File: src/rtl/fetch_unit_pkg.sv
// rtl/fetch_unit_pkg.sv - shared types and constants for the instruction fetch unit
package fetch_unit_pkg;

  typedef enum logic [1:0] {
    S_IDLE = 2'd0,
    S_REQ  = 2'd1,
    S_WAIT = 2'd2
  } fetch_state_t;

  localparam logic [31:0] NOP_INSTR        = 32'h0000_0013;
  localparam logic [31:0] DEFAULT_RESET_PC = 32'h0000_0000;

endpackage

File: src/rtl/fetch_timer.sv
// rtl/fetch_timer.sv - counts cycles spent waiting for read data; flags expiry
module fetch_timer #(
  parameter int TIMEOUT = 15
) (
  input  logic clk,
  input  logic reset,
  input  logic clear,
  input  logic enable,
  output logic expired
);

  localparam int W = (TIMEOUT < 2) ? 1 : $clog2(TIMEOUT + 1);
  localparam logic [W-1:0] LIMIT = W'(TIMEOUT);

  logic [W-1:0] count;

  // saturates at the limit so expired stays asserted until cleared
  always_ff @(posedge clk) begin
    if (!reset || clear) begin
      count <= '0;
    end else if (enable && count != LIMIT) begin
      count <= count + W'(1);
    end
  end

  assign expired = (count == LIMIT);

endmodule

File: src/rtl/fetch_unit.sv
// rtl/fetch_unit.sv - single-outstanding instruction fetch with PC redirect and timeout fault
import fetch_unit_pkg::*;

module fetch_unit #(
  parameter logic [31:0] RESET_PC = DEFAULT_RESET_PC,
  parameter int          TIMEOUT  = 15
) (
  input  logic        clk,
  input  logic        reset,
  input  logic        fetch_req,
  input  logic        pc_write,
  input  logic [31:0] pc_next,
  output logic        mem_req,
  output logic [31:0] mem_addr,
  input  logic        mem_gnt,
  input  logic        mem_rvalid,
  input  logic [31:0] mem_rdata,
  output logic [31:0] instr,
  output logic [31:0] old_pc,
  output logic [31:0] pc,
  output logic        instr_valid,
  output logic        fault
);

  fetch_state_t state_q, state_d;

  logic        fetch_start;
  logic        done;
  logic        timed_out;
  logic        expired;
  logic        timer_clear;
  logic        timer_enable;
  logic        pend_valid;
  logic [31:0] pend_pc;
  logic        write_ok;
  logic        bad_write;

  // once faulted, redirects are ignored entirely
  assign write_ok  = pc_write && !fault && (pc_next[1:0] == 2'b00);
  assign bad_write = pc_write && !fault && (pc_next[1:0] != 2'b00);

  assign timer_clear  = (state_q != S_WAIT);
  assign timer_enable = (state_q == S_WAIT) && !mem_rvalid;

  fetch_timer #(
    .TIMEOUT(TIMEOUT)
  ) u_timer (
    .clk    (clk),
    .reset  (reset),
    .clear  (timer_clear),
    .enable (timer_enable),
    .expired(expired)
  );

  always_ff @(posedge clk) begin
    if (!reset) begin
      state_q <= S_IDLE;
    end else begin
      state_q <= state_d;
    end
  end

  always_comb begin
    state_d     = state_q;
    mem_req     = 1'b0;
    fetch_start = 1'b0;
    done        = 1'b0;
    timed_out   = 1'b0;
    case (state_q)
      S_IDLE: begin
        if (fetch_req && !fault && !bad_write) begin
          fetch_start = 1'b1;
          state_d     = S_REQ;
        end
      end
      S_REQ: begin
        mem_req = 1'b1;
        if (mem_gnt) state_d = S_WAIT;
      end
      S_WAIT: begin
        if (mem_rvalid) begin
          done    = 1'b1;
          state_d = S_IDLE;
        end else if (expired) begin
          timed_out = 1'b1;
          state_d   = S_IDLE;
        end
      end
      default: state_d = S_IDLE;
    endcase
  end

  always_ff @(posedge clk) begin
    if (!reset) begin
      pc          <= RESET_PC;
      mem_addr    <= RESET_PC;
      instr       <= NOP_INSTR;
      old_pc      <= RESET_PC;
      instr_valid <= 1'b0;
      fault       <= 1'b0;
      pend_valid  <= 1'b0;
      pend_pc     <= '0;
    end else begin
      instr_valid <= done;
      if (bad_write || timed_out) fault <= 1'b1;
      // a redirect in the same IDLE cycle as the request is fetched directly
      if (fetch_start) mem_addr <= write_ok ? pc_next : pc;

      if (state_q == S_IDLE) begin
        if (write_ok) pc <= pc_next;
      end else if (done) begin
        instr      <= mem_rdata;
        old_pc     <= mem_addr;
        pend_valid <= 1'b0;
        if (!fault) begin
          if (write_ok)        pc <= pc_next;
          else if (pend_valid) pc <= pend_pc;
          else                 pc <= pc + 32'd4;
        end
      end else if (timed_out) begin
        pend_valid <= 1'b0;
      end else if (write_ok) begin
        pend_valid <= 1'b1;
        pend_pc    <= pc_next;
      end
    end
  end

endmodule

File: config.mk
export PLATFORM = sky130hd
export DESIGN_NAME = fetch_unit
export DESIGN_NICKNAME = d
export VERILOG_FILES = /design/src/rtl/fetch_unit_pkg.sv /design/src/rtl/fetch_timer.sv /design/src/rtl/fetch_unit.sv
export SDC_FILE = /design/constraint.sdc
export NUM_CORES = 1
export LEC_CHECK = 0
export CAP_MARGIN = 20
export CORE_MARGIN = 10
export CORE_UTILIZATION = 30
export DETAILED_ROUTE_END_ITERATION = 10
export PLACE_DENSITY = 0.59
export SLEW_MARGIN = 30
export SYNTH_ARGS = -nofsm -noshare
export SYNTH_HDL_FRONTEND = slang
export SYNTH_SLANG_ARGS = --single-unit
File: constraint.sdc
create_clock -name clk -period 1.54 [get_ports clk]
set_input_delay 0.308 -clock clk [delete_from_list [all_inputs] [get_ports clk]]
set_output_delay 0.308 -clock clk [all_outputs]
set_load 0.01 [all_outputs]
* After elaboration in Yosys (flattened, before gate mapping)
Cells that the tools add are included.
W data, S select, Z words.
** Storage, ports and cells
- Bits in registers :: 169
- Output and inout port bits :: 131
- Word-level logic and storage cells :: 69
** Cells by class
- Bitwise logic cells :: 3
- $add $sub $neg :: 2
- Multiplexer cells :: 22
- Equality and inequality tests :: 9
- Reduce and logical (&&, ||, !) cells :: 23
** Operators with widths (number)
- $mux W32 :: 6
- $add A32 B3 Y32 const B :: 1
- $mux W1 :: 11
- $mux W2 :: 4
- $logic_and A1 B1 Y1 :: 7
- $ne A2 B2 Y1 const B :: 3
- $pmux W2 S3 :: 1
- $reduce_and A2 Y1 :: 3
- $add A4 B1 Y4 const B :: 1
- $eq A4 B4 Y1 const B :: 1
- $logic_not A1 Y1 :: 4
- $logic_not A2 Y1 :: 2
- $ne A4 B4 Y1 const B :: 1
- $reduce_and A4 Y1 :: 1
- $reduce_bool A2 Y1 :: 2
- $ne A3 B3 Y1 const B :: 1
- $not A1 Y1 :: 3
- $reduce_and A3 Y1 :: 1
- $reduce_bool A3 Y1 :: 1
- $eq A2 B1 Y1 const B :: 1
- $eq A2 B2 Y1 const B :: 1
- $logic_or A1 B1 Y1 :: 2
- $ne A2 B1 Y1 const B :: 1

* Logic depth before layout (Yosys ltp)
Gate-level depths: netlist of run 1.
- Word-level depth :: 7
- Mapped depth :: 8

* Modules after synthesis
From an unflattened synthesis of run 1, not the netlist that was laid out.
** Unflattened totals
- Cells, all modules :: 957
- Area total of the unflattened synthesis :: 7490.9 um2
** By module, submodules not included
- fetch_unit :: seq. area each 3303.2 um2, cells each 934, area an instance 7293.2 um2, times used 1
- fetch_timer :: seq. area each 80.1 um2, cells each 23, area an instance 197.7 um2, times used 1

* Least setup slack after synthesis of run 1
Ideal clock, no wire load.
- Kind :: reg2reg
- From :: register pc[5]
- To :: register pc[21]
- Arrival :: 1.615 ns
- Required time :: 1.424 ns
- Setup slack :: -0.191 ns
- Period minus slack after synthesis :: 1.731 ns
- Cell stages (with the launch flop) :: 7
- Path through :: dfxtp_1 clkbuf_2 nand4_1 nor4_4 nand3_1 a211o_1 o211a_1
** On the way
- Cells in the longest elaborated chain, start to end :: 6
** RTL lines
- from (decl) :: line fetch_unit.sv:20 : output logic [31:0] pc,
- from (signal assigned) :: line fetch_unit.sv:110 : if (write_ok) pc <= pc_next;
- from (signal assigned) :: line fetch_unit.sv:116 : if (write_ok) pc <= pc_next;
- from (signal assigned) :: line fetch_unit.sv:117 : else if (pend_valid) pc <= pend_pc;
- $add A32 B3 Y32 :: line fetch_unit.sv:118 : else pc <= pc + 32'd4;
- $mux W32 :: line fetch_unit.sv:117
- $mux W32 :: line fetch_unit.sv:116
- $mux W32 :: line fetch_unit.sv:115 : if (!fault) begin
- $mux W32 :: line fetch_unit.sv:111 : end else if (done) begin
- $mux W32 :: line fetch_unit.sv:109 : if (state_q == S_IDLE) begin
Every way passes these cells. The select of a mux whose other input is x is not followed.
A chain may end at the register's enable or synchronous reset.

* Worst setup path in the final report of run 1
- From :: register fault
- To :: register pend_pc[28]
** On the way
- Cells in the longest elaborated chain, start to end :: 4
** RTL lines
- from (decl) :: line fetch_unit.sv:22 : output logic fault
- from (signal assigned) :: line fetch_unit.sv:100 : fault <= 1'b0;
- from (signal assigned) :: line fetch_unit.sv:105 : if (bad_write || timed_out) fault <= 1'b1;
- $logic_not A1 Y1
- $logic_and A1 B1 Y1 (2 in a row) :: line fetch_unit.sv:39 : assign write_ok = pc_write && !fault && (pc_next[1:0] == 2'b00);
- $reduce_and A4 Y1 (no line)
- to (signal assigned) :: line fetch_unit.sv:124 : pend_pc <= pc_next;
- to (decl) :: line fetch_unit.sv:34 : logic [31:0] pend_pc;
Every way passes these cells.

==> key figures, run 1 <==
Status
  – Status: complete, but fails checks
  – Violated checks: negative setup slack

Worst setup path
  – Worst path max stage delay: 610 ps
  – Setup crit start kind: register
  – CP delay by family, top: simple AND/OR/NAND/NOR gates
  – Worst-path fanout max: 7
  – Worst Path Required: 1910 ps
  – CP endpoint kind: register
  – Worst path bufs/invs: 2
  – Critical path, cell by cell: or4b_4 -> nor2_4 -> buf_6 -> buf_12 -> nand2_4 -> a21oi_2
  – Critical setup path kind: register to register
  – Slowest cell on the critical path: or4b_4
  – Arr. time, crit path: 2150 ps

Timing
  – Max Clock Freq: 560.0 MHz
  – Setup TNS: -13220 ps
  – Final Cycle Share: 1.160
  – Final setup margin: -245.7 ps
  – Post-layout min period: 1786 ps
  – Worst-case clock skew: 13.29 ps
  – Final Hold Slack: 416.2 ps
  – Worst-Margin Slew: 565.7 ps
  – RSZ-0062 raised after global routing: yes
  – Worst slew margin: 0.6188
  – Fin. Hold Viols: 0
  – Final setup viols: 97
  – Max Slew Vio Count: 0

Min path
  – Min-Delay Path Class: input pin to register

GRT
  – Antenna violations before repair: 0
  – Vias in the first global route: 8587
  – Largest net degree at the start of global routing: 50
  – Total Routing Usage GR: 0.2036
  – GR Overflow Total: 0
  – Wire length of the first global-routing pass: 50.51 mm

Place
  – Routability Congestion: 0.9448
  – Port-buffer cells: 200
  – Placed cell areas: 0.01112 mm^2
  – DPL Wire Length: 23.03 mm

Logic synthesis
  – Most common cell in the netlist: nand2_1
  – Synth Area per Inst: 7.805 um^2
  – Synth cell types: 68
  – Synth area leaders: dfxtp_1 45%, nand2_1 14%, a21oi_1 7.6%
  – Syn_nets: 1043
  – Synthesized area: 0.007579 mm^2
  – Synth warn: 0
  – Area leader, netlist: dfxtp_1
  – Seq cells post-synth: 169
  – Seq/Total Area, Yosys: 0.4464
  – Commonest cells post-synth: 277 x nand2_1, 169 x dfxtp_1, 115 x a21oi_1
  – Mapped Cells: 971
  – Predominant post-synthesis flop cell: dfxtp_1
  – Ys async rst share: 0
  – EDFF count, synth: 0
  – Yosys top cell area share: 0.4464

Cells and area
  – Final core utilization: 0.5554
  – Share of cells above drive strength 1: 0.3924
  – Fin nets: 1435
  – Area Growth Syn to Fin: 83.49%
  – Post-route cell area: 0.01391 mm^2
  – Fill cells: 2234

CTS
  – Root Buffer: clkbuf_16
  – CTS clock-pin slew for the worst setup and hold paths: 70 ps
  – Clock sink count: 169
  – H-tree depth: 4
  – Worst skew pair latency: 440 ps
  – CTS tree: yes
  – Cts hold-fix bufs: 0
  – Num CTS Buffers: 17
  – Clock tree buffer depth: 2

Detailed routing
  – Wire per inst: 21.00 um
  – First-pass DRT Iterations: 5
  – DRC Markers: 0
  – Detail Route Antenna Nets: 0
  – Via-per-instance ratio: 5.326
  – Routed WL: 35.85 mm
  – Vias: 9091
  – Initial DRC count: 801

Floorplan
  – DIE AREA: 0.03202 mm^2
  – Top Ports: 201
  – FP Rows: 58
  – Die Ht: 178.9 um
  – Die width: 178.9 um
  – Initial Utilization: 0.3027
  – Core ar.: 0.02504 mm^2

Power
  – Power per Cell Area: 826.5 mW/mm^2
  – Pleak: 5.670 nW
  – VDD IR max: 0.6260 mV

Flow run
  – Maxcap violations: 0
## layout by cell type (no fill, tap or decap), types with 5 or more instances in the layout
cell             count
a21oi_1             77
a21oi_2             35
a22oi_2              8
a311oi_1            10
a311oi_2            21
a31oi_1             15
buf_12              19
buf_16               8
buf_2                6
buf_4              156
buf_6               54
buf_8                8
clkbuf_16           25
clkbuf_2            11
clkdlybuf4s15_1      5
clkdlybuf4s50_1     66
dfxtp_1            143
dfxtp_2             13
dfxtp_4             13
dlygate4sd2_1      108
inv_1                6
nand2_1            216
nand2_2             38
nand2_4             23
nand3_1             20
nand4_1             15
nor2_1              40
nor2_4               8
nor3_2               7
nor4_4               6
o211ai_1            11
o21ai_0             22
o21ai_1              6
o221ai_1             5
o22ai_1              7
xor2_1               7
## report_power, final
part / leakage, nW / switching (mW) / internal [mW]
registers: 1.38 / 0.136 / 4.50
logic: 3.99 / 1.11 / 1.13
clock network: 0.292 / 2.02 / 2.60
## worst register-to-register path, delay by kind of cell, from the launching register on
kind            cells  cell delay [ps]
simple gates        3              910
compound gates      1              140
buf+inv             2              300
flops               1              360
## stage by stage
| stage | total power, mW | worst slack (ps) | cells |
|---|---|---|---|
| global placement | 6.399 | -747.6 | 1591 |
| CTS | 11.21 | -227.7 | 1666 |
| detailed placement | 6.407 | -798.2 | 1591 |
| global route | 11.86 | -292.2 | 1706 |
| floorplan | 5.421 | -124.1 | 971 |
| finish | 11.49 | -245.7 | 1707 |
## kinds of logic (layout without fill, tap and decap cells)
| kind of cell | Yosys count | in the layout | synth area share |
|---|---|---|---|
| AO/OA/AOI/OAI | 267 | 268 | 0.2264 |
| XOR/XNOR | 11 | 11 | 0.01271 |
| adder cells (fa/ha/maj) | 2 | 2 | 0.003301 |
| buffers and inverters | 93 | 496 | 0.05448 |
| flip-flops | 169 | 169 | 0.4464 |
| multiplexers | 4 | 4 | 0.005613 |
| other | 0 | 1 | 0 |
| AND/OR/NAND/NOR | 425 | 426 | 0.2511 |
## final cells by class
type / instances / area [um^2] / area share
Sequential cell: 169 / 3448 / 0.2480
Inverter: 10 / 42.54 / 0.003059
Timing Repair Buffer: 454 / 4519 / 0.3250
Clock inverter: 14 / 188.9 / 0.01359
Clock buffer: 18 / 429.2 / 0.03086
Antenna cell: 1 / 2.502 / 0.0001800
Tap cell: 330 / 412.9 / 0.02969
Multi-Input combinational cell: 711 / 4862 / 0.3496
## registers in the layout, summed over array words and instances, names as in the netlist
| name | flops |
|---|---|
| pend_pc | 32 |
| u_timer.count | 4 |
| instr_valid | 1 |
| fault | 1 |
| pend_valid | 1 |
| mem_addr | 32 |
| pc | 32 |
| instr | 32 |
| old_pc | 32 |
| state_q | 2 |
## metal layers
layer | part of all wire | wire length, um | up-vias | global-route usage
met1 | 0.42 | 14930 | 4315 | 0.2566
met5 | 0 | 0 | - | 0
met4 | 0.033 | 1182 | 0 | 0.06545
met3 | 0.088 | 3141 | 87 | 0.05644
met2 | 0.46 | 16590 | 438 | 0.3296
li1 | - | - | 4251 | -
## final timing paths
kind            startpoint           to  slack, ps  cells after the start
min reg2reg      old_pc[8]    old_pc[8]        450                      2
max reg2reg          fault  pend_pc[28]       -250                      6
min          mem_rdata[10]    instr[10]        420                      3
max                  fault  pend_pc[28]       -250                      6
## what timing repair did
item                                   CTS  global route
gates cloned                            12             8
gates resized for setup                323           231
setup endpoints to repair              233           183
setup buffers                           33            35
pin swaps                               50           110
endpoints found under the hold margin    0             0
Power figures use the tool's default switching activity.
==> run 2, diff against run 1 <==
- CAP_MARGIN: 20 -> not set
==> results of run 2 <==
Same layout as run 1: the final DEF is identical, and so are final timing and power.
